File: config.mk
export PLATFORM = sky130hd
export DESIGN_NAME = cronometro_ctrl_flat
export DESIGN_NICKNAME = d
export VERILOG_FILES = /design/src/rtl/cronometro_pkg.sv /design/src/rtl/cronometro_ctrl_if.sv /design/src/rtl/cronometro_prescaler.sv /design/src/rtl/cronometro_ctrl.sv /design/src/flat_wrapper.sv
export SDC_FILE = /design/constraint.sdc
export NUM_CORES = 1
export LEC_CHECK = 0
export ABC_AREA = 0
export CAP_MARGIN = 0
export CORE_ASPECT_RATIO = 1.2
export CORE_UTILIZATION = 35
export CTS_CLUSTER_SIZE = 25
export DETAILED_ROUTE_END_ITERATION = 8
export GPL_ROUTABILITY_DRIVEN = 0
export PLACE_DENSITY = 0.5
export SYNTH_ARGS = -nofsm -noshare
export SYNTH_HDL_FRONTEND = slang
export SYNTH_SLANG_ARGS = --single-unit
File: constraint.sdc
create_clock -name clk -period 2.4 [get_ports clk]
set_clock_uncertainty 0.1 [all_clocks]
set_input_delay 0.48 -clock clk [delete_from_list [all_inputs] [get_ports clk]]
set_output_delay 0.48 -clock clk [all_outputs]
set_load 0.05 [all_outputs]
File: src/rtl/cronometro_pkg.sv
// Shared types and constants for the stopwatch run/pause/lap/clear controller.
// Latency: n/a (declarations only).
// Backpressure: n/a.
package cronometro_pkg;

    localparam int STATE_W     = 3;
    localparam int DIV_DEFAULT = 50_000_000;

    // Encoding is visible on the state output (debug/LEDs), so values are fixed.
    typedef enum logic [STATE_W-1:0] {
        ST_IDLE  = 3'd0,
        ST_RUN   = 3'd1,
        ST_PAUSE = 3'd2,
        ST_LAP   = 3'd3,
        ST_FULL  = 3'd4
    } state_t;

    // True in the states where the prescaler advances and ticks are produced.
    function automatic logic is_counting(input state_t s);
        return (s == ST_RUN) || (s == ST_LAP);
    endfunction

endpackage

File: src/rtl/cronometro_ctrl_if.sv
// Button/at_max inputs and control outputs between the stopwatch controller and its neighbours.
// Latency: n/a (wiring only).
// Backpressure: none; all signals are single-cycle pulses or levels.
// Ports: master = button/counter side (drives btn_*, at_max); slave = controller.
interface cronometro_ctrl_if;
    import cronometro_pkg::*;

    logic               btn_ss;
    logic               btn_lap;
    logic               btn_clr;
    logic               at_max;
    logic               tick;
    logic               cnt_clear;
    logic               snap;
    logic               freeze;
    logic               running;
    logic [STATE_W-1:0] state;

    modport master (
        output btn_ss, btn_lap, btn_clr, at_max,
        input  tick, cnt_clear, snap, freeze, running, state
    );

    modport slave (
        input  btn_ss, btn_lap, btn_clr, at_max,
        output tick, cnt_clear, snap, freeze, running, state
    );

endinterface

File: src/rtl/cronometro_prescaler.sv
// Free-running 0..DIV-1 counter that paces the stopwatch count tick.
// Latency: wrap_o is combinational from the current count (high when count == DIV-1).
// Backpressure: none; en freezes the count, clr forces it to zero (clr wins).
// Ports: clk, reset (async active-low), en, clr, wrap_o.
module cronometro_prescaler
    import cronometro_pkg::*;
#(
    parameter int DIV = DIV_DEFAULT,
    parameter int PW  = $clog2(DIV)
)(
    input  logic clk,
    input  logic reset,
    input  logic en,
    input  logic clr,
    output logic wrap_o
);

    localparam logic [PW-1:0] LAST = PW'(DIV - 1);

    logic [PW-1:0] r_cnt;

    assign wrap_o = (r_cnt == LAST);

    always_ff @(posedge clk or negedge reset) begin
        if (!reset) begin
            r_cnt <= '0;
        end else if (clr) begin
            r_cnt <= '0;
        end else if (en) begin
            r_cnt <= wrap_o ? '0 : r_cnt + PW'(1);
        end
    end

endmodule

File: src/rtl/cronometro_ctrl.sv
// Stopwatch controller: turns button pulses into tick/clear/snap/freeze controls for the BCD counters.
// Latency: one cycle from button sample to registered outputs; tick every DIV cycles while counting.
// Backpressure: none; buttons are one-shot requests, ignored requests are dropped.
// Ports: clk, reset (async active-low), bus (slave side of cronometro_ctrl_if).
module cronometro_ctrl
    import cronometro_pkg::*;
#(
    parameter int DIV = DIV_DEFAULT,
    parameter int PW  = $clog2(DIV)
)(
    input  logic              clk,
    input  logic              reset,
    cronometro_ctrl_if.slave  bus
);

    state_t r_state;
    state_t w_state_nxt;
    logic   r_tick;
    logic   r_cnt_clear;
    logic   r_snap;
    logic   r_freeze;
    logic   r_running;

    logic   w_tick_nxt;
    logic   w_clear_nxt;
    logic   w_snap_nxt;
    logic   w_pre_en;
    logic   w_pre_clr;
    logic   w_wrap;

    // Highest-priority button present on an edge wins; the others are dropped
    // even when the winner turns out to be ignored in the current state.
    logic   w_clr;
    logic   w_ss;
    logic   w_lap;

    assign w_clr = bus.btn_clr;
    assign w_ss  = bus.btn_ss  & ~bus.btn_clr;
    assign w_lap = bus.btn_lap & ~bus.btn_ss & ~bus.btn_clr;

    cronometro_prescaler #(
        .DIV (DIV),
        .PW  (PW)
    ) u_prescaler (
        .clk    (clk),
        .reset  (reset),
        .en     (w_pre_en),
        .clr    (w_pre_clr),
        .wrap_o (w_wrap)
    );

    always_comb begin
        w_state_nxt = r_state;
        w_tick_nxt  = 1'b0;
        w_clear_nxt = 1'b0;
        w_snap_nxt  = 1'b0;
        w_pre_en    = 1'b0;
        w_pre_clr   = 1'b0;

        unique case (r_state)
            ST_IDLE: begin
                if (w_clr) begin
                    w_clear_nxt = 1'b1;
                    w_pre_clr   = 1'b1;
                end else if (w_ss) begin
                    w_state_nxt = ST_RUN;
                end
            end

            ST_RUN, ST_LAP: begin
                if (w_ss) begin
                    // Stopping freezes the prescaler, even at DIV-1: the tick
                    // owed on this edge is issued on the first edge after resume.
                    w_state_nxt = ST_PAUSE;
                end else begin
                    w_pre_en = 1'b1;
                    if (w_wrap && bus.at_max) begin
                        // 99:59 reached: stop without a tick; display goes live.
                        w_state_nxt = ST_FULL;
                    end else begin
                        w_tick_nxt = w_wrap;
                        if (w_lap) begin
                            w_state_nxt = ST_LAP;
                            w_snap_nxt  = 1'b1;
                        end
                    end
                end
            end

            ST_PAUSE: begin
                if (w_clr) begin
                    w_state_nxt = ST_IDLE;
                    w_clear_nxt = 1'b1;
                    w_pre_clr   = 1'b1;
                end else if (w_ss) begin
                    w_state_nxt = ST_RUN;
                end
            end

            ST_FULL: begin
                if (w_clr) begin
                    w_state_nxt = ST_IDLE;
                    w_clear_nxt = 1'b1;
                    w_pre_clr   = 1'b1;
                end
            end

            default: begin
                w_state_nxt = ST_IDLE;
            end
        endcase
    end

    always_ff @(posedge clk or negedge reset) begin
        if (!reset) begin
            r_state     <= ST_IDLE;
            r_tick      <= 1'b0;
            r_cnt_clear <= 1'b0;
            r_snap      <= 1'b0;
            r_freeze    <= 1'b0;
            r_running   <= 1'b0;
        end else begin
            r_state     <= w_state_nxt;
            r_tick      <= w_tick_nxt;
            r_cnt_clear <= w_clear_nxt;
            r_snap      <= w_snap_nxt;
            r_freeze    <= (w_state_nxt == ST_LAP);
            r_running   <= is_counting(w_state_nxt);
        end
    end

    assign bus.state     = r_state;
    assign bus.tick      = r_tick;
    assign bus.cnt_clear = r_cnt_clear;
    assign bus.snap      = r_snap;
    assign bus.freeze    = r_freeze;
    assign bus.running   = r_running;

endmodule

File: src/flat_wrapper.sv
// flat-port wrapper written by rule: the top's interface ports become plain ports
module cronometro_ctrl_flat import cronometro_pkg::*;
#(
    parameter int DIV = DIV_DEFAULT,
    parameter int PW  = $clog2(DIV)
)
  (clk, reset, bus_btn_ss, bus_btn_lap, bus_btn_clr, bus_at_max, bus_tick, bus_cnt_clear, bus_snap, bus_freeze, bus_running, bus_state);
  cronometro_ctrl_if bus_i ();
  input  logic clk;
  input  logic reset;
  input wire logic [$bits(bus_i.btn_ss)-1:0] bus_btn_ss;
  input wire logic [$bits(bus_i.btn_lap)-1:0] bus_btn_lap;
  input wire logic [$bits(bus_i.btn_clr)-1:0] bus_btn_clr;
  input wire logic [$bits(bus_i.at_max)-1:0] bus_at_max;
  output wire logic [$bits(bus_i.tick)-1:0] bus_tick;
  output wire logic [$bits(bus_i.cnt_clear)-1:0] bus_cnt_clear;
  output wire logic [$bits(bus_i.snap)-1:0] bus_snap;
  output wire logic [$bits(bus_i.freeze)-1:0] bus_freeze;
  output wire logic [$bits(bus_i.running)-1:0] bus_running;
  output wire logic [$bits(bus_i.state)-1:0] bus_state;
  assign bus_i.btn_ss = bus_btn_ss;
  assign bus_i.btn_lap = bus_btn_lap;
  assign bus_i.btn_clr = bus_btn_clr;
  assign bus_i.at_max = bus_at_max;
  assign bus_tick = bus_i.tick;
  assign bus_cnt_clear = bus_i.cnt_clear;
  assign bus_snap = bus_i.snap;
  assign bus_freeze = bus_i.freeze;
  assign bus_running = bus_i.running;
  assign bus_state = bus_i.state;
  cronometro_ctrl #(.DIV(DIV), .PW(PW)) u_core (.clk(clk), .reset(reset), .bus(bus_i));
endmodule
# Yosys cells after proc, flatten, opt, wreduce, memory -nomap -nowiden
# Index checks and enable logic that the tools add are counted.
[classes] mux=22 n_reduce_logical=6 bitwise_logic=5 n_eq_ne=7 addsub=1
[ops] cell="26-bit 2-to-1 mux" n=3
[ops] cell="26-bit by 1-bit adder with 26-bit output (second input constant)" n=1
[ops] cell="26-bit == test (second input constant)" n=1
[ops] cell="3-bit 2-to-1 mux" n=7
[ops] cell="3-bit case mux with 4 select lines" n=1
[ops] cell="1-bit 2-to-1 mux" n=11
[ops] cell="3-bit by 2-bit == test with 1-bit output (second input constant)" n=3
[ops] cell="3-bit by 1-bit == test with 1-bit output (second input constant)" n=2
[ops] cell="1-bit bitwise AND" n=3
[ops] cell="3-bit == test (second input constant)" n=1
[ops] cell="3-bit logical NOT" n=1
[ops] cell="3-bit OR reduction" n=1
[ops] cell="1-bit NOT" n=2
[ops] cell="2-bit nonzero test" n=1
[ops] cell="2-bit OR reduction" n=1
[ops] cell="1-bit logical AND" n=1
[ops] cell="1-bit logical OR" n=1
[word_totals] regBits=34 word_cells=48 input_bits=6 out_inout_bits=8

# Longest topological paths before layout
# Gate-level depths: netlist (run 1).
[depth] word_depth=9 ltp_mapped=7 mapped_depth_nobuf=6

# Hierarchy
# From an unflattened synthesis (run 1), not the netlist that was laid out.
[unflattened] hier_cells=195 hier_area_um2=1853.0
[by_module_without_submodules] module="cronometro_prescaler" cells_each=164 area_each_um2=1511.4 seq_area_each_um2=650.6 n_inst=1
[by_module_without_submodules] module="cronometro_ctrl" cells_each=31 area_each_um2=341.6 seq_area_each_um2=200.2 n_inst=1

# Worst setup path before layout (run 1)
# No wires, ideal clock.
[synth_path] path_kind="register to register" startpoint="register u_core.r_state[0] (netlist: u_core.bus.state[0])" endpoint="register u_core.u_prescaler.r_cnt[24]" required_ns=2.218 n_path_buf=2 setup_slack_ns=0.290 setup_time_ns=0.082 period_less_slack_ns=2.110 path_stages_with_launch=7 arrival_time_ns=1.928 path_cell_list="dfrtp_1 > buf_2 > nand2b_1 > a21oi_1 > clkbuf_1 > o211ai_1 > a31oi_1"
[synth_between] elab_chain_len=4 elab_cells_between_ends=11 cone_classes="eq/ne (4); mux (3); reduce/logical (4)"
[synth_lines] element="start, declared" line_no="cronometro_ctrl.sv:16" rtl="state_t r_state;"
[synth_lines] element="start signal, assigned" line_no="cronometro_ctrl.sv:123" rtl="r_state <= w_state_nxt;"
[synth_lines] element="3-bit by 2-bit == test with 1-bit output, or another cell as far along" line_no="cronometro_ctrl.sv:60" rtl="unique case (r_state)"
[synth_lines] element="3-bit OR reduction (no source line) / 2-bit OR reduction (equally long branches)"
[synth_lines] element="1-bit 2-to-1 mux (on tied branches)"
[synth_lines] element="26-bit 2-to-1 mux / 2-bit nonzero test (equally long branches)"
[synth_lines] element="end signal, assigned" line_no="cronometro_prescaler.sv:30" rtl="r_cnt <= wrap_o ? '0 : r_cnt + PW'(1);"
[synth_lines] element="end, declared" line_no="cronometro_prescaler.sv:20" rtl="logic [PW-1:0] r_cnt;"
# Several ways; a longest one is shown, not always the timed one.
# A chain may end at the register's enable or synchronous reset.

# Final worst setup path (run 1)
[layout_path] startpoint="register u_core.u_prescaler.r_cnt[8]" endpoint="register u_core.u_prescaler.r_cnt[23]"
[layout_between] elab_chain_len=4 elab_cells_between_ends=5 cone_classes="add/sub (1); eq/ne (1); mux (3)"
[layout_lines] element="26-bit by 1-bit adder with 26-bit output / 26-bit == test (equally long branches)" line_no="cronometro_prescaler.sv:30, cronometro_prescaler.sv:22"
[layout_lines] element="26-bit 2-to-1 mux (*)" line_no="cronometro_prescaler.sv:30"
[layout_lines] element="26-bit 2-to-1 mux (*)" line_no="cronometro_prescaler.sv:29" rtl="end else if (en) begin"
[layout_lines] element="26-bit 2-to-1 mux (*)" line_no="cronometro_prescaler.sv:27" rtl="end else if (clr) begin"
# Mark *: on every way between the ends. The rest lies on a longest branch, timed or not. The select of a mux whose other input is x is not followed.

==> results of run 1 <==
[power by group]
part           total (W)  leakage [nW]  internal (W)  switching, W
combinational   0.000303         0.421      0.000110      0.000193
clock           0.000447        0.0482      0.000232      0.000215
sequential      0.000666         0.465      0.000615     0.0000518
total            0.00142         0.934      0.000956      0.000460
[metrics by stage]
step           cells  setup slack (ps)  cell area, µm²  hold slack, ps  utilization, %
2_1_floorplan    208               290            1930            84.4               -
3_3_place_gp     286               123            2150             399            40.6
3_5_place_dp     286              26.0            2150             410            40.6
4_1_cts          294              24.3            2240             421            42.3
5_1_grt          294              38.2            2250             457            42.5
6_report         294               146            2250             418            42.5
[registers in the layout, summed over array words and instances, names as in the netlist]
| signal | cells |
|---|---|
| u_core.bus.freeze | 1 |
| u_core.bus.running | 1 |
| u_core.bus.tick | 1 |
| u_core.bus.state | 3 |
| u_core.u_prescaler.r_cnt | 26 |
| u_core.bus.snap | 1 |
| u_core.bus.cnt_clear | 1 |
[cells by family (layout without fill, tap and decap cells)]
kind of cell / count (synthesis) / in the layout / share of synthesized area (%)
flops: 34 / 34 / 44.2
buf+inv: 18 / 42 / 5.85
compound gates: 67 / 67 / 21.8
mux: 1 / 1 / 0.520
simple gates: 87 / 87 / 27.0
fa+ha+maj: 1 / 1 / 0.650
[routing by layer]
layer	wire, µm	share of wire (%)	up-vias
li1	-	-	849
met3	245	4.9	13
met2	2440	49	59
met5	0	0	-
met1	2190	44	826
met4	130	2.6	0
[path summary, 6_finish.rpt]
path | from | end | slack, ps | cells after the start
max | u_core.u_prescaler.r_cnt[8]$_DFFE_PN0P_ | u_core.u_prescaler.r_cnt[23]$_DFFE_PN0P_ | 150 | 6
min | u_core.u_prescaler.r_cnt[6]$_DFFE_PN0P_ | u_core.u_prescaler.r_cnt[6]$_DFFE_PN0P_ | 420 | 1
max reg2reg | u_core.u_prescaler.r_cnt[8]$_DFFE_PN0P_ | u_core.u_prescaler.r_cnt[23]$_DFFE_PN0P_ | 150 | 6
min reg2reg | u_core.u_prescaler.r_cnt[6]$_DFFE_PN0P_ | u_core.u_prescaler.r_cnt[6]$_DFFE_PN0P_ | 420 | 1
max in group asynchronous | reset | u_core.bus.state[2]$_DFF_PN0_ | 1380 | 2
min in group asynchronous | reset | u_core.bus.cnt_clear$_DFF_PN0_ | 520 | 2
[cell type report]
class	instances	area [µm²]	area share [%]
multi-input cells	156	975	43.3
well taps	62	77.6	3.44
repair buffers	26	228	10.1
inverters	8	30.0	1.33
clock inverters	1	5.00	0.222
clock buffers	7	86.3	3.83
flip-flops and latches	34	851	37.8
[cells in the mapped netlist (2+ instances only)]
cell	count	area share, %
o31ai_1	3	1.2
or2b_1	2	0.78
and3_1	6	1.9
inv_1	8	1.6
clkbuf_8	2	1.4
nor3_1	6	1.6
o22ai_1	2	0.65
nor4_1	3	0.97
buf_2	2	0.52
buf_6	3	1.8
clkbuf_1	3	0.58
nand2_1	16	3.1
nand4_1	13	4.2
dfrtp_1	34	44
nand2b_1	7	2.3
o21ai_0	15	3.9
nand3_1	8	2.1
o211ai_1	3	1.2
a31oi_1	27	8.8
or3_1	2	0.65
nor2_1	11	2.1
a41oi_1	2	0.91
and4_1	2	0.91
a21oi_1	9	2.3
nor4_4	2	2.2
[critical path, stage by stage (launching register included)]
cell     delay [ps]
dfrtp_1         430
or4b_4          540
nor4_4          300
nand3_4         230
buf_4           260
a31oi_1         150
o22ai_1         110
[timing repair]
| action | 4_1_cts | 5_1_grt |
|---|---|---|
| endpoints found under the hold margin | 0 | 0 |
| endpoints found under the setup margin | 0 | 10 |
| resized for setup | 0 | 2 |
==> metrics.md, run 1 <==
| Metric | Value |
|---|---|
| DRC viols | `0` |
| Yosys warns | `0` |
| Crit path required time | `2460 ps` |
| Routed wire length | `about 5000 µm` |
| Final period utilization | `93.9%` |
| Fraction of registers with async set/reset | `100%` |
| # nets final | `238` |
| Total track usage | `a little under a fifth` |
| Commonest non-fill, non-tap cell in the layout | `dfrtp_1` |
| Filler instances | `roughly 520` |
| Max clock buf depth | `2` |
| GR Layer Usage met3 | `around 4.0%` |
| Die ar. | `~0.0058 mm²` |
| Met1 Use GR | `22.9%` |
| Largest net degree at the start of global routing | `35` |
| Arrival @ worst endpoint | `about 2300 ps` |
| First-pass GRT wire length | `8540 µm` |
| Setup crit end kind | `flip-flop` |
| Layout area overhead | `17.0%` |
| Grt ovf | `0` |
| Fin. max-slew vios | `0` |
| Htree depth | `2` |
| Setup CP Type | `reg2reg` |
| DR WL/cell | `17.0 µm` |
| Critical Path Fanout Max | `15` |
| Status | `completed` |
| Vias per cell | `just under 6` |
| Fin Setup TNS | `0 ps` |
| Die X | `69.7 µm` |
| Fin crit period | `2250 ps` |
| # Max-Cap Violations | `0` |
| Cell variety after synth | `42` |
| Post-CTS Setup Bufs | `0` |
| Commonest non-fill, non-tap cells in the layout | `34 x dfrtp_1, 27 x a31oi_1, 16 x nand2_1, 15 x o21ai_0` |
| Initial Util | `between 30% and 40%` |
| Tightest Pin Transition | `approximately 600 ps` |
| Die Ht | `about 83 µm` |
| Routed via count | `about 1,700` |
| Drt pass-1 iters | `4` |
| RSZ-0062 raised after global routing | `false` |
| Leakage | `0.934 nW` |
| Total CTS buffers | `5` |
| Relative slew slack | `between 50% and 60%` |
| Ys flop type | `dfrtp_1` |
| Core ar. | `between 0.005 and 0.006 mm²` |
| GR met2 Demand/Resource | `roughly 31%` |
| Vias in the first global route | `1,721` |
| Post-detail-place hpwl | `3440 µm` |
| GRT Max-Usage Layer | `met2` |
| Syn avg cell area | `just over 9 µm²` |
| Critical Path Source Type | `flip-flop` |
| Worst IR Drop VDD | `approximately 0.24 mV` |
| Power Dens Cells | `629 mW/mm²` |
| # setup viols final | `0` |
| CTS Hold Bufs | `0` |
| Syn Nets | `~220` |
| DRT antenna net count | `0` |
| TritonCTS clock tree | `built` |
| Post-synth EDFFs | `0` |
| Layout cell share with drive strength beyond 1 | `about 13%` |
| Gate Count Post-Synth | `between 200 and 250` |
| Clk_lat worst skew | `290 ps` |
| Port Buf Inserts | `13` |
| Mapped Area | `a little under 0.002 mm²` |
| Number of diodes | `0` |
| Number of synthesized register bits | `34` |
| Hold Fails Final Rpt | `0` |
| Boundary pin count | `14` |
| Total power | `roughly 0.0014 W` |
| Row Count | `29` |
| Antenna violations before repair | `0` |
| Clk root buf | `clkbuf_8` |
| Clk sinks | `34` |
| Initial drt markers | `roughly 130` |
| Hold Path Class | `reg2reg` |
| Fmax | `between 400 and 500 MHz` |
| Register area share after synthesis | `around 44%` |
| Clock slew at reported path FFs | `around 70 ps` |
Note: power is estimated with default switching activity, not from simulation.
==> inputs of run 2 (changes only) <==
CTS_CLUSTER_DIAMETER = 30   (was default)
clock period = 2.17 ns   (was 2.4 ns; I/O delays follow)
==> run 2 against run 1 <==
Effect of this change:
- non-clock buffer count is 11 higher
- worst hold slack worse by 1.0 ps
- sequential power is 12% higher
- die area stayed put
- core utilization is 2.5 points higher
- count of clock-buffer cells in the layout is 1 lower
- global-route usage is 0.26 points higher
- register-to-register slack worse by 90 ps
- via count is 5.6% higher
- largest cell class unchanged
- largest power group unchanged
==> metrics.md, run 2 (synthesis gave the netlist of run 1 again) <==
| Metric | Value |
|---|---|
| Clock slew at reported path FFs | `80 ps (about the same)` |
| Tightest Pin Transition | `600 ps (-4.91 ps)` |
| DRC viols | `0 (unchanged)` |
| Die ar. | `0.00580 mm² (unchanged)` |
| Leakage | `0.998 nW (+6.8%)` |
| Routed wire length | `5280 µm (+5.5%)` |
| Critical path, cell by cell | `clkdlybuf4s50_1` |
| Status | `completed` |
| Die X | `69.7 µm (unchanged)` |
| Total CTS buffers | `5 (unchanged)` |
| # Max-Cap Violations | `0 (unchanged)` |
| Fin crit period | `2130 ps` |
| Hold Fails Final Rpt | `0 (unchanged)` |
| Largest net degree at the start of global routing | `35 (unchanged)` |
| Grt ovf | `0 (unchanged)` |
| Met3 routed WL | `278 µm (+13%)` |
| Setup crit end kind | `primary output` |
| Final Cell Area | `0.00238 mm² (+5.9%)` |
| # setup viols final | `0 (unchanged)` |
| Htree depth | `2 (unchanged)` |
| RSZ-0062 raised after global routing | `true` |
| Critical path startpoint | `u_core.bus.state[1]$_DFF_PN0_` |
| Initial drt markers | `80 (-38%)` |
| Port Buf Inserts | `13 (unchanged)` |
| Clk_lat worst skew | `290 ps (about the same)` |
| Top layer in use | `met4` |
| Boundary pin count | `14 (unchanged)` |
| Core ar. | `0.00530 mm² (unchanged)` |
| Critical Path Fanout Max | `6 (-9)` |
| WL met2 | `2670 µm (+9.4%)` |
| DP Area | `0.00221 mm² (+2.8%)` |
| Max clock buf depth | `2 (unchanged)` |
| Commonest non-fill, non-tap cells in the layout | `34 x dfrtp_1, 25 x a31oi_1, 24 x buf_4, 15 x nand2_1, 15 x o21ai_0` |
| Setup CP Type | `reg2out` |
| Layout cell share with drive strength beyond 1 | `20.6% (+7.6 points)` |
| Die Ht | `83.3 µm (unchanged)` |
| HP Start | `u_core.u_prescaler.r_cnt[21]$_DFFE_PN0P_` |
| M1 wire length | `2270 µm (+3.8%)` |
| Layout area overhead | `23.8%` |
| Crit path max-delay family | `buffers and inverters` |
| Worst IR Drop VDD | `0.235 mV (-3.8%)` |
| FF-to-FF Start | `u_core.u_prescaler.r_cnt[9]$_DFFE_PN0P_` |
| Clk root buf | `clkbuf_8` |
| Routed via count | `1,844 (+5.6%)` |
| Hold Path Class | `reg2reg` |
| Total track usage | `18.8% (+0.26 points)` |
| # nets final | `249 (+4.6%)` |
| Max reg flops | `26 (unchanged)` |
| Antenna violations before repair | `0 (unchanged)` |
| CTS Hold Bufs | `0 (unchanged)` |
| TritonCTS clock tree | `built` |
| Clk sinks | `34 (unchanged)` |
| Vias per cell | `6.05 (+1.7%)` |
| Final Hold Slack | `417 ps (-1.01 ps)` |
| Fmax | `470 MHz` |
| Fin. max-slew vios | `0 (unchanged)` |
| Critical Path Source Type | `flip-flop` |
| Flop2flop setup slack | `60 ps (-90 ps)` |
| Relative slew slack | `60.0% (+0.33 points)` |
| Final period utilization | `98.1%` |
| Commonest non-fill, non-tap cell in the layout | `dfrtp_1` |
| DR WL/cell | `17.3 µm (+1.7%)` |
| First-pass GRT wire length | `8710 µm (+2.1%)` |
| Post-layout util | `45.0% (+2.5 points)` |
| Finished Layout Cells | `305 (+3.7%)` |
| Post-detail-place hpwl | `3580 µm (+4.1%)` |
| Slowest stage cell, crit path | `clkdlybuf4s50_1` |
| Crit path required time | `1640 ps (-820 ps)` |
| Row Count | `29 (unchanged)` |
| Vias in the first global route | `1,734 (+0.76%)` |
| Placed cell count | `293 (+2.4%)` |
| Buf/Inv on CP | `1 (unchanged)` |
| Most flops, register | `u_core.u_prescaler.r_cnt` |
| Initial Util | `36.3% (unchanged)` |
| Power Dens Cells | `669 mW/mm² (+6.4%)` |
| Arrival @ worst endpoint | `1590 ps (-720 ps)` |
| DRT antenna net count | `0 (unchanged)` |
| Drt pass-1 iters | `4 (unchanged)` |
| Number of diodes | `0 (unchanged)` |
| CP max stage delay | `840 ps (+300 ps)` |
-- run 2: cell types whose count changed in the layout (fill, tap and decap cells not counted), moves of 2 or more --
cell and delta:
buf_4 +11, a31oi_1 -2, a31oi_2 +2, a41oi_1 -2, a41oi_2 +2, clkdlybuf4s50_1 -2
-- run 2: area by class of cell --
class	instances	area [µm²]
clock buffers	6	82.6
multi-input cells	156	1010
flip-flops and latches	34	851
well taps	62	77.6
clock inverters	2	12.5
repair buffers	37	322
fillers	525	2910
inverters	8	30.0
-- run 2: per-layer routing --
layer | track usage, % | vias up
met5 | 0 | -
met4 | 7.45 | 0
met3 | 4.49 | 7
met2 | 30.5 | 52
met1 | 24.1 | 911
li1 | - | 874
-- run 2: repair_timing --
| item | 4_1_cts | 5_1_grt |
|---|---|---|
| resized for setup | 0 | 9 |
| setup endpoints to repair | 0 | 28 |
| setup buffers | 0 | 4 |
-- run 2: path summary, 6_finish.rpt --
| kind | end | cells past startpoint |
|---|---|---|
| setup / recovery | bus_state[1] | 1 |
| hold / removal | u_core.u_prescaler.r_cnt[21]$_DFFE_PN0P_ | 1 |
| setup reg to reg | u_core.u_prescaler.r_cnt[19]$_DFFE_PN0P_ | 6 |
| hold reg to reg | u_core.u_prescaler.r_cnt[21]$_DFFE_PN0P_ | 1 |
| max in group asynchronous | u_core.u_prescaler.r_cnt[23]$_DFFE_PN0P_ | 2 |
| min in group asynchronous | u_core.bus.cnt_clear$_DFF_PN0_ | 2 |
-- run 2: report_power, final --
| part | switching, W | internal, W |
|---|---|---|
| combinational | 0.000218 | 0.000126 |
| clock | 0.000250 | 0.000255 |
| sequential | 0.0000662 | 0.000680 |
| total | 0.000534 | 0.00106 |
-- run 2: stage by stage --
step	setup TNS, ps	worst slack (ps)	power, W
after floorplan	0	60.2	0.000962
after global placement	0	81.1	0.00107
after detailed placement	0	32.1	0.00109
after CTS	0	28.4	0.00159
after global routing	-188	-81.1	0.00168
final	0	41.9	0.00159
==> inputs of run 3 (changes only) <==
CORE_UTILIZATION = 44   (was 35)
PLACE_DENSITY = 0.61   (was 0.5)
==> run 3 against run 2 <==
Effect of this change:
- first-iteration DRC count rose by 1.3%
- worst hold slack improved by 3.1 ps
- fmax is 0.72% higher
- critical path depth is the same
- via count fell by 2.0%
- final cell count decreased by 3.6%
- count of clock-buffer cells in the layout unchanged
- core utilization up 9.7 points
- register-to-register slack better by 30 ps
- largest power group unchanged
- highest routed layer unchanged
==> metrics.md, run 3 (synthesis gave the netlist of run 1 again) <==
| Metric | Value |
|---|---|
| Status | `completed` |
| Crit path required time | `1640 ps (about the same)` |
| Placed cell count | `284 (-3.1%)` |
| Die X | `62.4 µm (-11%)` |
| Row Count | `26 (-10%)` |
| Fin worst setup slack | `57.1 ps (+15.2 ps)` |
| Die Ht | `74.5 µm (-11%)` |
| Fin crit period | `2110 ps (-15.2 ps)` |
| Fmax | `473 MHz (+0.72%)` |
| Vias per cell | `6.15 (+1.7%)` |
| Commonest non-fill, non-tap cells in the layout | `33 x dfrtp_1, 27 x a31oi_1, 18 x buf_4, 15 x nand2_1, 15 x o21ai_0` |
| DR WL/cell | `16.8 µm (-3.0%)` |
| Filler instances | `391 (-26%)` |
| Number of diodes | `0 (unchanged)` |
| Leakage | `0.990 nW (-0.82%)` |
| Clock network fraction of total power | `31.1% (-0.6 points)` |
| RSZ-0062 raised after global routing | `false` |
| Flop pwr share | `46.8% (about the same)` |
| Clock slew at reported path FFs | `70 ps (about the same)` |
| Max reg flops | `26 (unchanged)` |
| Setup CP Type | `reg2out` |
| Final Hold Slack | `420 ps (+3.10 ps)` |
| Die ar. | `0.00465 mm² (-20%)` |
| Pre-CTS setup slack | `82.4 ps (+50.3 ps)` |
| DRT antenna net count | `0 (unchanged)` |
| Worst R2R Path Depth | `6 (unchanged)` |
| Buf/Inv on CP | `1 (unchanged)` |
| Comb pwr share | `22.1% (+0.5 points)` |
| Clk root buf | `clkbuf_8` |
| CP max stage delay | `840 ps (about the same)` |
| Arrival @ worst endpoint | `1580 ps (about the same)` |
| Routed wire length | `4930 µm (-6.5%)` |
| Critical Path Source Type | `flip-flop` |
| Tightest Pin Transition | `588 ps (-11.8 ps)` |
| Grt ovf | `0 (unchanged)` |
| Crit path max-delay family | `buffers and inverters` |
| # setup viols final | `0 (unchanged)` |
| Setup crit end kind | `primary output` |
| CTS Hold Bufs | `0 (unchanged)` |
| Critical Path Fanout Max | `6 (unchanged)` |
| # nets final | `244 (-2.0%)` |
| TritonCTS clock tree | `built` |
| Initial Util | `45.5% (+9.2 points)` |
| Port Buf Inserts | `13 (unchanged)` |
| Initial drt markers | `81 (+1.3%)` |
| Post-detail-place hpwl | `3440 µm (-3.9%)` |
| Vias in the first global route | `1,685 (-2.8%)` |
| Clk_lat worst skew | `290 ps (about the same)` |
| Worst reg2reg endpoint | `u_core.bus.state[0]$_DFF_PN0_` |
| Commonest non-fill, non-tap cell in the layout | `dfrtp_1` |
| Boundary pin count | `14 (unchanged)` |
| Htree depth | `2 (unchanged)` |
| Final period utilization | `97.4% (-0.70 points)` |
| Total track usage | `22.9% (+4.0 points)` |
| Finished Layout Cells | `294 (-3.6%)` |
| Critical path, cell by cell | `clkdlybuf4s50_1` |
| Relative slew slack | `60.8% (+0.78 points)` |
| Hold Fails Final Rpt | `0 (unchanged)` |
| Sw Share | `32.7% (-0.85 points)` |
| Antenna violations before repair | `0 (unchanged)` |
| Routed via count | `1,808 (-2.0%)` |
| P_sw | `0.000519 W (-2.9%)` |
| FF-to-FF Start | `u_core.u_prescaler.r_cnt[8]$_DFFE_PN0P_` |
| Core ar. | `0.00423 mm² (-20%)` |
| Pint | `0.00107 W (+0.93%)` |
| Clk sinks | `34 (unchanged)` |
| Fin. max-slew vios | `0 (unchanged)` |
| Layout area overhead | `20.2%` |
| Slowest stage cell, crit path | `clkdlybuf4s50_1` |
| Most flops, register | `u_core.u_prescaler.r_cnt` |
| Layout cell share with drive strength beyond 1 | `16.8% (-3.8 points)` |
| DRC viols | `0 (unchanged)` |
| Hold path depth | `1 (unchanged)` |
| First-pass GRT wire length | `8180 µm (-6.2%)` |
| Total CTS buffers | `5 (unchanged)` |
| Flop2flop setup slack | `90 ps (+30 ps)` |
| Fin Setup TNS | `0 ps (unchanged)` |
| HP Start | `u_core.u_prescaler.r_cnt[6]$_DFFE_PN0P_` |
| Max clock buf depth | `2 (unchanged)` |
| Worst IR Drop VDD | `0.472 mV (+100%)` |
| # Max-Cap Violations | `0 (unchanged)` |
| Hold Path Class | `reg2reg` |
| Drt pass-1 iters | `4 (unchanged)` |
| Power Dens Cells | `687 mW/mm² (+2.7%)` |
| Largest net degree at the start of global routing | `35 (unchanged)` |
| Hold Crit Endpoint | `u_core.u_prescaler.r_cnt[6]$_DFFE_PN0P_` |
## run 3: changes by cell type in the layout (fill, tap and decap cells not counted)
cell / change
a31oi_1: +2
a31oi_2: -2
a41oi_1: +2
a41oi_2: -2
buf_12: +1
buf_4: -6
buf_6: -1
dfrtp_1: -1
dfrtp_2: +1
dlymetal6s2s_1: +1
nand3_2: +1
nand3_4: -1
nor3_1: +1
nor3_2: -1
## run 3: final cells by class
| cell class | instances | area, µm² | share of cell area, % |
|---|---|---|---|
| multi-input combinational | 156 | 970 | 41.9 |
| inverter | 8 | 30.0 | 1.30 |
| timing repair buffer | 32 | 298 | 12.9 |
| sequential | 34 | 852 | 36.8 |
| clock inverter | 2 | 12.5 | 0.541 |
| clock buffer | 6 | 82.6 | 3.57 |
| tap | 56 | 70.1 | 3.03 |
## run 3: stage by stage
step	util, %	power (W)	instance area, µm²
floorplan	-	0.000962	1930
global placement	51.9	0.00109	2190
detailed placement	51.9	0.00110	2190
CTS	54.1	0.00160	2290
global route	54.7	0.00167	2310
finish	54.7	0.00159	2310
## run 3: worst max-delay path by stage
stage	from	to	slack, ps	cells after the start
floorplan	u_core.bus.state[0]$_DFF_PN0_	u_core.u_prescaler.r_cnt[24]$_DFFE_PN0P_	60	6
global placement	bus_btn_ss	u_core.u_prescaler.r_cnt[4]$_DFFE_PN0P_	110	4
detailed placement	bus_btn_clr	u_core.u_prescaler.r_cnt[16]$_DFFE_PN0P_	80	7
CTS	u_core.bus.state[2]$_DFF_PN0_	bus_state[2]	20	1
global route	u_core.bus.state[1]$_DFF_PN0_	bus_state[1]	4	1
finish	u_core.bus.state[1]$_DFF_PN0_	bus_state[1]	60	1
## run 3: per-layer routing
layer / up-vias / GRT usage [%] / wire length (µm)
met5: - / 0 / 0
met4: 0 / 9.82 / 80
met3: 6 / 3.37 / 191
met2: 56 / 42.1 / 2540
met1: 885 / 26.9 / 2130
li1: 861 / - / -
## run 3: what timing repair did
item,CTS,global route
buffers inserted,0,2
gates resized for setup,0,4
hold endpoints to repair,0,0
endpoints found under the setup margin,0,26
## run 3: power by group through the flow
stage | Sequential [W] | Clock (W) | Combinational, W
after floorplan | 0.000793 | 0 | 0.000169
after global placement | 0.000746 | 0 | 0.000341
after detailed placement | 0.000749 | 0 | 0.000349
after CTS | 0.000737 | 0.000512 | 0.000349
after global routing | 0.000750 | 0.000540 | 0.000384
final | 0.000744 | 0.000495 | 0.000351
==> variant 1 (settings of run 3) <==
The package constant `DIV_DEFAULT` goes from 50_000_000 to 100_000_000.
--- a/src/rtl/cronometro_pkg.sv
+++ b/src/rtl/cronometro_pkg.sv
@@ -4,7 +4,7 @@
 package cronometro_pkg;
 
     localparam int STATE_W     = 3;
-    localparam int DIV_DEFAULT = 50_000_000;
+    localparam int DIV_DEFAULT = 100_000_000;
 
     // Encoding is visible on the state output (debug/LEDs), so values are fixed.
     typedef enum logic [STATE_W-1:0] {
Behaviour: same outputs for any inputs over 10 cycles, from zero or initial values and one cycle with reset low; that may be too few to reach the edited logic, so the function may still have changed.
==> variant 1 against run 3 <==
Worst setup slack better by 0.0087 ns; total power is 4.1% lower; cell count is 0.34% lower; area after synthesis is 0.91% lower; sequential cell count is 1 higher; core utilization is 2.7 points higher; wire length is 6.9% lower; non-clock buffer count stayed put; critical path type unchanged; final area is 0.11% higher; combinational power is 5.7% lower.
==> variant 1: results (changes against run 3) <==
----------------------------------------------------
[Routing]
  Number of vias after detailed routing ... 1696 (-6.2%)
  WL per Instance ... 15.7 µm (-6.6%)
  Violation count after the first detailed-route iteration ... 73 (-9.9%)

[Cells and area]
  Max FFs per register ... 27 (+3.8%)
  Fraction of final layout cells with drive strength greater than 1 ... 16.3% (-0.49 points)
  Filler cell count ... 356 (-9.0%)
  NumNets Final ... 245 (+0.41%)

[STA]
  Hold slack ... 0.427 ns (+0.00715 ns)

[Hold path]
  Worst hold path cell count ... 2 (+1)
  Endpoint of the worst hold-timing path ... u_core.u_prescaler.r_cnt[1]$_DFFE_PN0P_
  Start point of the worst hold path ... u_core.u_prescaler.r_cnt[1]$_DFFE_PN0P_

[Critical path]
  R2R Path End ... u_core.u_prescaler.r_cnt[23]$_DFFE_PN0P_
  Startpoint of the worst-slack reg-to-reg timing path ... u_core.u_prescaler.r_cnt[10]$_DFFE_PN0P_
  Reg-to-reg setup timing slack ... 0.12 ns (+0.03 ns)
  Data arrival time of the worst path ... ~1.6 ns

[Clock network]
  Level count of the clock H-tree ... 2 (unchanged)
  Root cell of the clock tree ... sky130_fd_sc_hd__clkbuf_8

[Pwr]
  Reported leakage power ... 0.000972 µW (-1.8%)
  VDD IR-drop max ... 0.000370 V (-22%)

[Status]
  Run status ... finished, final reports clean

[Place]
  Detailed Place HPWL ... 3500 µm (+1.9%)

[Global route]
  Global-route wire length before repair ... 8030 µm (-1.8%)
  Total global-route track usage ... 22.8% (-0.030 points)
  Pin count of the biggest net entering global routing ... 36 (+2.9%)

[Yosys]
  Synth area leaders ... sky130_fd_sc_hd__dfrtp_1 46%, sky130_fd_sc_hd__xnor2_1 5.0%, sky130_fd_sc_hd__nand2_1 4.7%, sky130_fd_sc_hd__nor3_1 4.5%, sky130_fd_sc_hd__nor2_1 4.1%
  Commonest cells in the synthesized netlist ... 35 x sky130_fd_sc_hd__dfrtp_1, 24 x sky130_fd_sc_hd__nand2_1, 21 x sky130_fd_sc_hd__nor2_1
  Cell variety after synth ... 41 (-2.4%)
  Post-synthesis sequential area ratio ... 45.9% (+1.7 points)
  Synthesized net count ... 210 (-2.3%)

----------------------------------------------------
## variant 1: changes by cell type after synthesis, moves of 6 or more
cell                      delta
sky130_fd_sc_hd__nor2_1     +10
sky130_fd_sc_hd__nand4_1     -8
sky130_fd_sc_hd__a31oi_1    -27
sky130_fd_sc_hd__o21ai_0     -6
sky130_fd_sc_hd__a22o_1      +7
sky130_fd_sc_hd__nand2_1     +8
sky130_fd_sc_hd__xnor2_1    +11
sky130_fd_sc_hd__nor3_1     +11
## variant 1: logic make-up (layout without fill, tap and decap cells)
logic type	Yosys count	after routing	synth area share, %
fa+ha+maj	1	1	0.656
flops	35	35	45.9
simple gates	110	110	31.7
xor+xnor	11	11	5.05
compound gates	37	37	13.7
buf+inv	7	43	1.90
mux	2	2	1.05
## variant 1: area by class of cell
| type | instances | area share (%) |
|---|---|---|
| sequential | 35 | 37.8 |
| tap | 54 | 2.92 |
| multi-input combinational | 161 | 43.0 |
| clock inverter | 1 | 0.216 |
| clock buffer | 7 | 3.29 |
| inverter | 3 | 0.486 |
| timing repair buffer | 32 | 12.3 |
## variant 1: how the worst max path moves through the flow
stage	endpoint	depth (start not counted)
after global routing	u_core.u_prescaler.r_cnt[24]$_DFFE_PN0P_	6
after global placement	u_core.u_prescaler.r_cnt[24]$_DFFE_PN0P_	6
after CTS	bus_state[2]	1
after detailed placement	u_core.u_prescaler.r_cnt[9]$_DFFE_PN0P_	6
final	bus_state[1]	1
after floorplan	u_core.u_prescaler.r_cnt[20]$_DFFE_PN0P_	5
## variant 1: through the flow
stage                     std cells  worst slack, ns  instance area, µm²  power, µW
final                           293           0.0658                2320       1520
after global routing            293          0.00988                2320       1600
after CTS                       293           0.0159                2310       1540
after detailed placement        285            0.122                2230       1090
after global placement          285            0.113                2230       1080
after floorplan                 203            0.193                1910        943
## variant 1: power by group
part           total, µW  internal (µW)  switching, µW
Clock                449            225            224
Combinational        331            126            205
Sequential           745            697           48.0
## variant 1: timing repair
action / CTS / global route
hold buffers: 0 / 0
endpoints found under the hold margin: 0 / 0
gates resized for setup: 0 / 1
endpoints found under the setup margin: 0 / 1
## variant 1: layer usage
metal  routed length [µm]  track usage (%)
met5                    0                0
met3                  189             4.14
met2                 2340             40.2
met4                  105             12.7
met1                 1960             26.8
==> variant 2 (config.mk and constraints of run 3) <==
Made on the original files. Compare `r_cnt` against `LAST` with >= in place of ==.
--- a/src/rtl/cronometro_prescaler.sv
+++ b/src/rtl/cronometro_prescaler.sv
@@ -19,7 +19,7 @@
 
     logic [PW-1:0] r_cnt;
 
-    assign wrap_o = (r_cnt == LAST);
+    assign wrap_o = (r_cnt >= LAST);
 
     always_ff @(posedge clk or negedge reset) begin
         if (!reset) begin
Behaviour: same outputs for any inputs over 10 cycles, from zero or initial values and one cycle with reset low; that may be too few to reach the edited logic, so the function may still have changed.
==> variant 2 against run 3 <==
Final area up 0.70%; combinational power down 12%; largest power group unchanged; area after synthesis down 1.8%; sequential share of layout area down 0.31 points; total power down 8.6%; critical endpoint is now bus_state[2]; critical path depth unchanged; worst setup slack better by 0.0027 ns; largest cell class unchanged; die area down 1.8%; sequential cell count unchanged; wire length down 10%.
==> variant 2: results (changes against run 3) <==
----------------------------------------------------
[Pwr]
  Reported leakage power ... 0.000983 µW (-0.72%)
  VDD IR-drop max ... 0.000377 V (-20%)

[Hold path]
  Endpoint of the worst hold-timing path ... u_core.u_prescaler.r_cnt[20]$_DFFE_PN0P_
  Start point of the worst hold path ... u_core.u_prescaler.r_cnt[20]$_DFFE_PN0P_

[STA]
  Worst relative slew slack ... 65.2% (+4.4 points)
  Hold slack ... 0.409 ns (-0.0107 ns)

[Critical path]
  Reg-to-reg setup timing slack ... 0.11 ns (+0.02 ns)
  Cell count of the worst reg-to-reg path ... 8 (+2)
  Start point of the critical path ... u_core.bus.state[2]$_DFF_PN0_
  R2R Path End ... u_core.u_prescaler.r_cnt[19]$_DFFE_PN0P_
  Critical Path Fanout Max ... 7 (+1)
  Startpoint of the worst-slack reg-to-reg timing path ... u_core.u_prescaler.r_cnt[0]$_DFFE_PN0P_

[Global route]
  Total global-route track usage ... 21.8% (-1.1 points)
  Global-route wire length before repair ... 7240 µm (-11%)

[Status]
  Run status ... finished, final reports clean

[Yosys]
  Post-synthesis share of cell area spent on full adders, half adders and majority gates ... 0.662% (+0.012 points)
  Post-synthesis sequential area ratio ... 45.0% (+0.82 points)
  Multiplexer area fraction after synthesis ... 1.06% (+0.54 points)
  Mean Syn Cell Area ... 8.92 µm² (-3.7%)
  Xor and xnor area share after synthesis ... 0.927% (+0.93 points)

[Routing]
  Number of vias after detailed routing ... 1756 (-2.9%)
  WL per Instance ... 14.6 µm (-13%)
  Violation count after the first detailed-route iteration ... 99 (+22%)

[Cells and area]
  NumNets Final ... 256 (+4.9%)
  Fraction of final layout cells with drive strength greater than 1 ... 16.1% (-0.74 points)

----------------------------------------------------
variant 2: where the power goes:
part	leakage [µW]	internal, µW	switching, µW
logic	0.000479	114	194
clock network	0.0000383	221	218
registers	0.000466	669	37.1
variant 2: per-layer routing:
metal / GRT usage (%) / vias to the layer above / wire length, µm
met5: 0 / - / 0
met4: 7.41 / 0 / 36
met3: 5.28 / 4 / 120
met2: 37.0 / 27 / 2400
met1: 26.2 / 859 / 1870
li1: - / 866 / -
variant 2: through the flow:
stage	setup WS (ns)	area (µm²)	TNS, ns
3_5_place_dp	-0.0219	2230	-0.0478
5_1_grt	0.00471	2330	0
6_report	0.0597	2330	0
4_1_cts	0.0206	2310	0
3_3_place_gp	0.0216	2230	0
2_1_floorplan	0.149	1890	0
variant 2: area by class of cell:
cell class                      count  area, µm²  area share (%)
Tap cell                           54       67.6            2.90
Timing Repair Buffer               35        302            12.9
Clock buffer                        7       76.3            3.27
Sequential cell                    34        851            36.5
Inverter                            8       30.0            1.29
Multi-Input combinational cell    165       1000            43.1
